--- config.mk ---
export PLATFORM = sky130hd
export DESIGN_NAME = inst_decode_pipe
export DESIGN_NICKNAME = d
export VERILOG_FILES = /design/src/rtl/inst_decode_pipe.sv
export SDC_FILE = /design/constraint.sdc
export NUM_CORES = 1
export LEC_CHECK = 0
export ABC_AREA = 1
export BUFFER_PORTS_ARGS = -buffer_cell sky130_fd_sc_hd__clkbuf_2
export CAP_MARGIN = 20
export CORE_MARGIN = 2
export CORE_UTILIZATION = 40
export CTS_BUF_LIST = sky130_fd_sc_hd__clkbuf_4 sky130_fd_sc_hd__clkbuf_8
export CTS_CLUSTER_DIAMETER = 80
export CTS_CLUSTER_SIZE = 40
export DETAILED_ROUTE_END_ITERATION = 16
export PLACE_DENSITY = 0.56
export SLEW_MARGIN = 20
export SYNTH_ARGS = -nofsm -noshare
export SYNTH_HDL_FRONTEND = slang
export SYNTH_SLANG_ARGS = --single-unit
--- constraint.sdc ---
create_clock -name clk -period 5.3 [get_ports clk]
set_input_delay 1.59 -clock clk [delete_from_list [all_inputs] [get_ports clk]]
set_output_delay 1.59 -clock clk [all_outputs]
set_load 0.02 [all_outputs]
--- src/rtl/inst_decode_pipe.sv ---
// Pipelined instruction decoder: one-entry decode slot, 32-entry register busy
// scoreboard cleared by writeback, and a DEPTH-entry FIFO of decoded fields.
module inst_decode_pipe #(
    parameter int DEPTH         = 4,
    parameter bit SCOREBOARD_EN = 1'b1,
    parameter int CNT_W         = 16
) (
    input  logic             clk,
    input  logic             rst,
    input  logic             in_valid,
    output logic             in_ready,
    input  logic [24:0]      in_opcode,
    output logic             out_valid,
    input  logic             out_ready,
    output logic [7:0]       out_alu_ctrl,
    output logic [4:0]       out_rd,
    output logic [4:0]       out_rs1,
    output logic [4:0]       out_rs2,
    output logic [4:0]       out_rs3,
    output logic             out_use_imm,
    output logic [15:0]      out_immediate,
    output logic             out_write_back,
    input  logic             wb_valid,
    input  logic [4:0]       wb_rd,
    output logic             hazard_stall,
    output logic [CNT_W-1:0] stall_count
);
    localparam int PTR_W = $clog2(DEPTH);
    localparam logic [PTR_W:0] FULL_CNT = (PTR_W+1)'(DEPTH);

    typedef struct packed {
        logic [7:0]  alu_ctrl;
        logic [4:0]  rd;
        logic [4:0]  rs1;
        logic [4:0]  rs2;
        logic [4:0]  rs3;
        logic        use_imm;
        logic [15:0] imm;
        logic        wb;
    } dec_t;

    function automatic dec_t decode(input logic [24:0] o);
        dec_t d;
        d    = '0;
        d.rd = o[4:0];
        if (!o[24]) begin
            // LI: rd doubles as the first source
            d.alu_ctrl = {o[23:21], 5'b11111};
            d.rs1      = o[4:0];
            d.use_imm  = 1'b1;
            d.imm      = o[20:5];
            d.wb       = 1'b1;
        end else if (!o[23]) begin
            // R4: three sources
            d.alu_ctrl = {o[22:20], 5'b10000};
            d.rs1      = o[9:5];
            d.rs2      = o[14:10];
            d.rs3      = o[19:15];
            d.wb       = 1'b1;
        end else begin
            // R3: function 0001 takes a 5-bit immediate in the rs2 field
            d.alu_ctrl = {4'b0000, o[18:15]};
            d.rs1      = o[9:5];
            if (o[18:15] == 4'b0001) begin
                d.use_imm = 1'b1;
                d.imm     = {11'b0, o[14:10]};
            end else begin
                d.rs2 = o[14:10];
            end
            d.wb = (o[22:15] != 8'd0);
        end
        return d;
    endfunction

    logic             slot_vld_q, slot_vld_d;
    logic [24:0]      slot_op_q, slot_op_d;
    logic [31:0]      busy_q, busy_d;
    logic [PTR_W-1:0] wr_ptr_q, wr_ptr_d;
    logic [PTR_W-1:0] rd_ptr_q, rd_ptr_d;
    logic [PTR_W:0]   cnt_q, cnt_d;
    logic [CNT_W-1:0] stall_cnt_q, stall_cnt_d;
    dec_t             mem_q [DEPTH];

    dec_t slot_dec;
    dec_t head;
    logic reads_rs2, reads_rs3;
    logic hazard, space, push, pop;

    // Decode the slot, check it against the scoreboard and resolve both handshakes
    always_comb begin
        slot_dec  = decode(slot_op_q);
        reads_rs2 = slot_op_q[24] && !(slot_op_q[23] && (slot_op_q[18:15] == 4'b0001));
        reads_rs3 = slot_op_q[24] && !slot_op_q[23];
        hazard    = 1'b0;
        if (SCOREBOARD_EN && slot_vld_q) begin
            hazard = busy_q[slot_dec.rs1]
                  || (reads_rs2 && busy_q[slot_dec.rs2])
                  || (reads_rs3 && busy_q[slot_dec.rs3])
                  || (slot_dec.wb && busy_q[slot_dec.rd]);
        end
        out_valid = (cnt_q != '0);
        pop       = out_valid && out_ready;
        space     = (cnt_q != FULL_CNT) || pop;
        push      = slot_vld_q && !hazard && space;
        in_ready  = !slot_vld_q || push;
    end

    // Next state for slot, FIFO pointers, scoreboard and stall counter
    always_comb begin
        slot_vld_d = slot_vld_q;
        slot_op_d  = slot_op_q;
        if (in_ready) begin
            slot_vld_d = in_valid;
            if (in_valid) begin
                slot_op_d = in_opcode;
            end
        end
        wr_ptr_d = wr_ptr_q + PTR_W'(push);
        rd_ptr_d = rd_ptr_q + PTR_W'(pop);
        cnt_d    = cnt_q;
        if (push && !pop) begin
            cnt_d = cnt_q + 1'b1;
        end else if (!push && pop) begin
            cnt_d = cnt_q - 1'b1;
        end
        // Clear first so that a same-cycle set of the same index wins
        busy_d = busy_q;
        if (wb_valid) begin
            busy_d[wb_rd] = 1'b0;
        end
        if (push && slot_dec.wb && SCOREBOARD_EN) begin
            busy_d[slot_dec.rd] = 1'b1;
        end
        stall_cnt_d = stall_cnt_q;
        if (hazard && (stall_cnt_q != '1)) begin
            stall_cnt_d = stall_cnt_q + 1'b1;
        end
    end

    // Control state registers with synchronous reset
    always_ff @(posedge clk) begin
        if (rst) begin
            slot_vld_q  <= 1'b0;
            busy_q      <= '0;
            wr_ptr_q    <= '0;
            rd_ptr_q    <= '0;
            cnt_q       <= '0;
            stall_cnt_q <= '0;
        end else begin
            slot_vld_q  <= slot_vld_d;
            busy_q      <= busy_d;
            wr_ptr_q    <= wr_ptr_d;
            rd_ptr_q    <= rd_ptr_d;
            cnt_q       <= cnt_d;
            stall_cnt_q <= stall_cnt_d;
        end
    end

    // Opcode and FIFO storage carry no reset; their validity lives in the control state
    always_ff @(posedge clk) begin
        slot_op_q <= slot_op_d;
        if (push) begin
            mem_q[wr_ptr_q] <= slot_dec;
        end
    end

    // FIFO head drives the outputs, forced to zero while the FIFO is empty
    always_comb begin
        head = mem_q[rd_ptr_q];
        if (!out_valid) begin
            head = '0;
        end
        out_alu_ctrl   = head.alu_ctrl;
        out_rd         = head.rd;
        out_rs1        = head.rs1;
        out_rs2        = head.rs2;
        out_rs3        = head.rs3;
        out_use_imm    = head.use_imm;
        out_immediate  = head.imm;
        out_write_back = head.wb;
    end

    assign hazard_stall = hazard;
    assign stall_count  = stall_cnt_q;

endmodule

==> impl_results.md <==
- GP Congestion: 0.9694
- Power share of the clock group: 17.3%
- Share of power burned in registers: 45.7%
- Final Cell Area: 13790 sq um
- Mapped Cells: 1399
- Largest stage delay, worst path: 610 ps
- Filler cells: a little over 3000
- P&R area growth vs syn: 9.489%
- RSZ-0062 raised after global routing: no
- Fin util: 44.72%
- Clk_skew: 39.82 ps
- Setup violators final: 0
- Die height: 181.4 microns
- Net count after synthesis: 1439
- Clk slew on worst S/H paths: about 140 ps
- Synth Cell Area: 12590 sq um
- Required time of the critical path: ~3700 ps
- Clock latency at the later pin of the worst-skew pair: 570 ps
- Via count: 10192
- Sequential area share after synthesis: 58.74%
- Synth warn: 0
- Power per cell area: 382.9 nW/um^2
- Crit path kind: flip-flop to output port
- Rows: 64
- Synth cell types: 38
- Seq cells post-synth: 265
- I/O pins: 100
- Worst-margin pin slew: roughly 1100 ps
- Status: finished, final reports clean
- Internal: 0.003150 W
- Setup TNS: 0 ps
- Final Max Slew Viols: 0
- Number of flops mapped to enable cells by yosys: roughly 210
- Critical Path AT: approximately 3500 ps
- Headroom to the max-slew limit: 27.12%
- Hold Path Cell Cnt: 1
- Layout cells sized above 1: 11.84%
- Top-count cell post-synth: nor2_1
- Post-route clock period utilization: 95.05%
- Post-CTS Hold Fix Bufs: 0
- Area contributors post-synth: edfxtp_1, dfxtp_1, nor2_1
- Post-DP HPWL: 23780 microns
- Type of the most critical hold path: flip-flop to flip-flop
- Post-synth top area share: 49.84%
- Largest net degree at the start of global routing: 94
- DR pass1 iterations: 6
- All-Layer GR Usage: 21.99%
- Initial antenna violation count: 0
- Final net count: 1504
- Power Total: approximately 0.0053 W
- Final wirelength: 36870 microns
- Slowest cell on crit path: edfxtp_1
- Vias in the first global route: 9466
- Clock sinks: 265
- Worst R2R Path Depth: 18
- DRT antenna net count: 0
- Synth top cells by count: nor2_1, edfxtp_1, nand2_1
- Hold Violations, Final: 0
- Cell Area, Placed: 13520 sq um
- Comb power frac: between 30% and 40%
- Max-cap viol count: 0
- Area of the core: 30830 sq um
- CP Cell Sequence: buf_4, inv_2, nand2_2, nand2_4, nand2_1, nand3_1, nand3_1, nand3_1, nand2_1, nand2_1, nand2_1, nor2_2, nand3_4, nor2_8, inv_2, nand2_1, clkbuf_2
- Post-CTS setup repair buffer count: 0
- Initial Util: 40.84%
- Initial DRC count: roughly 750
- Startpoint Class: flip-flop
- ANT cells: 0
- DRC Markers: 0
- Post-CTS sizing: 0
- Grt ovf: 0
- CP Capture Type: output port
- Worst-path fanout max: 19
- Root Driver: clkbuf_8
- Vias per inst: 5.465
- Die width: roughly 180 microns
- Port Buffers: 99
- Clk buf depth: 3
- CTS H-tree lvls: 1
- CTS buffer count: 13
- FMAX: 198.5 MHz
- Psw: 0.002129 W
- Post-synth ARST share: 0%
- Average routed wire per standard cell: 19.77 microns
- Die Footprint: 32920 sq um
- Leakage power: 5.031 nW
- Switching fraction of total power: 40.34%
- CTS tree: built
- Synth area leader: edfxtp_1
- First-pass GRT wire length: between 50000 and 60000 microns
- Most frequent CP cell: nand2_1
- Synthesized area per cell: 9.001 sq um
- Fin crit period: 5038 ps
- Peak VDD IR: 0.2695 mV
- Top_reg_cell synth: edfxtp_1
cell families after synthesis:
| kind of cell | share of synthesized area (%) |
|---|---|
| AND/OR/NAND/NOR | 23.51 |
| flip-flops | 58.74 |
| AO/OA/AOI/OAI | 10.08 |
| buffers and inverters | 6.001 |
| XOR/XNOR | 1.113 |
| adder cells (fa/ha/maj) | 0.5565 |
worst paths after layout:
check                 from            to  slack, ps
max          slot_op_q[24]      in_ready        260
max reg2reg  slot_op_q[24]  mem_q[1][45]       1350
min               cnt_q[2]      cnt_q[2]        490
min reg2reg       cnt_q[2]      cnt_q[2]        490
critical path, delay by kind of cell (launching register included):
family | cells | cell delay [ps]
AND/OR/NAND/NOR | 13 | 1600
flip-flops | 1 | 610
buffers and inverters | 4 | 670
power by group through the flow:
stage          sequential (W)  clock, W  combinational (W)
3_5_place_dp          0.00246         0            0.00199
4_1_cts               0.00241  0.000951            0.00199
6_report              0.00241  0.000915            0.00195
5_1_grt               0.00242  0.000999            0.00216
2_1_floorplan         0.00244         0            0.00130
3_3_place_gp          0.00246         0            0.00198
cell type report:
| cell class | instances | area, sq um | area share, % |
|---|---|---|---|
| Inverter | 113 | 424.2 | 3.076 |
| Timing Repair Buffer | 122 | 730.7 | 5.300 |
| Sequential cell | 265 | 7400 | 53.67 |
| Clock inverter | 6 | 70.07 | 0.5082 |
| Clock buffer | 14 | 186.4 | 1.352 |
| Tap cell | 396 | 495.5 | 3.594 |
| Multi-Input combinational cell | 949 | 4481 | 32.50 |
per-layer routing:
metal  up-vias  wire, microns  share of wire [%]  GRT usage [%]
met3        71           2199                6.0          2.627
li1       4892              -                  -              -
met2       370          16990                 46          35.83
met4         0           1256                3.4          7.089
met5         -              0                  0              0
met1      4859          16420                 45          30.75
sequential cells by signal (all words and copies together), names as in the netlist:
| register | cells |
|---|---|
| slot_vld_q | 1 |
| rd_ptr_q | 2 |
| busy_q | 32 |
| wr_ptr_q | 2 |
| stall_count | 16 |
| slot_op_q | 25 |
| mem_q | 184 |
| cnt_q | 3 |
layout by cell type (no fill, tap or decap), drive strengths merged:
master	n
nand4	25
nor3	17
nor4	6
or2	1
a21oi	100
o211ai	2
dfxtp	56
xor2	12
nand3	165
o21ai	142
and2	1
o21a	1
fa	1
nor2	257
nand2	202
clkbuf	113
clkinv	3
inv	116
nand3b	4
o22ai	5
ha	4
edfxtp	209
buf	23
xnor2	4
per-stage QoR:
stage | hold slack [ps] | instances | worst slack (ps)
floorplan | 443.7 | 1399 | 627.8
global placement | 458.1 | 1844 | 660.5
detailed placement | 464.6 | 1844 | 615.4
CTS | 491.4 | 1864 | 0.9144
global route | 531.2 | 1865 | 5.296
finish | 488.6 | 1865 | 262.3
Power figures use the tool's default switching activity.
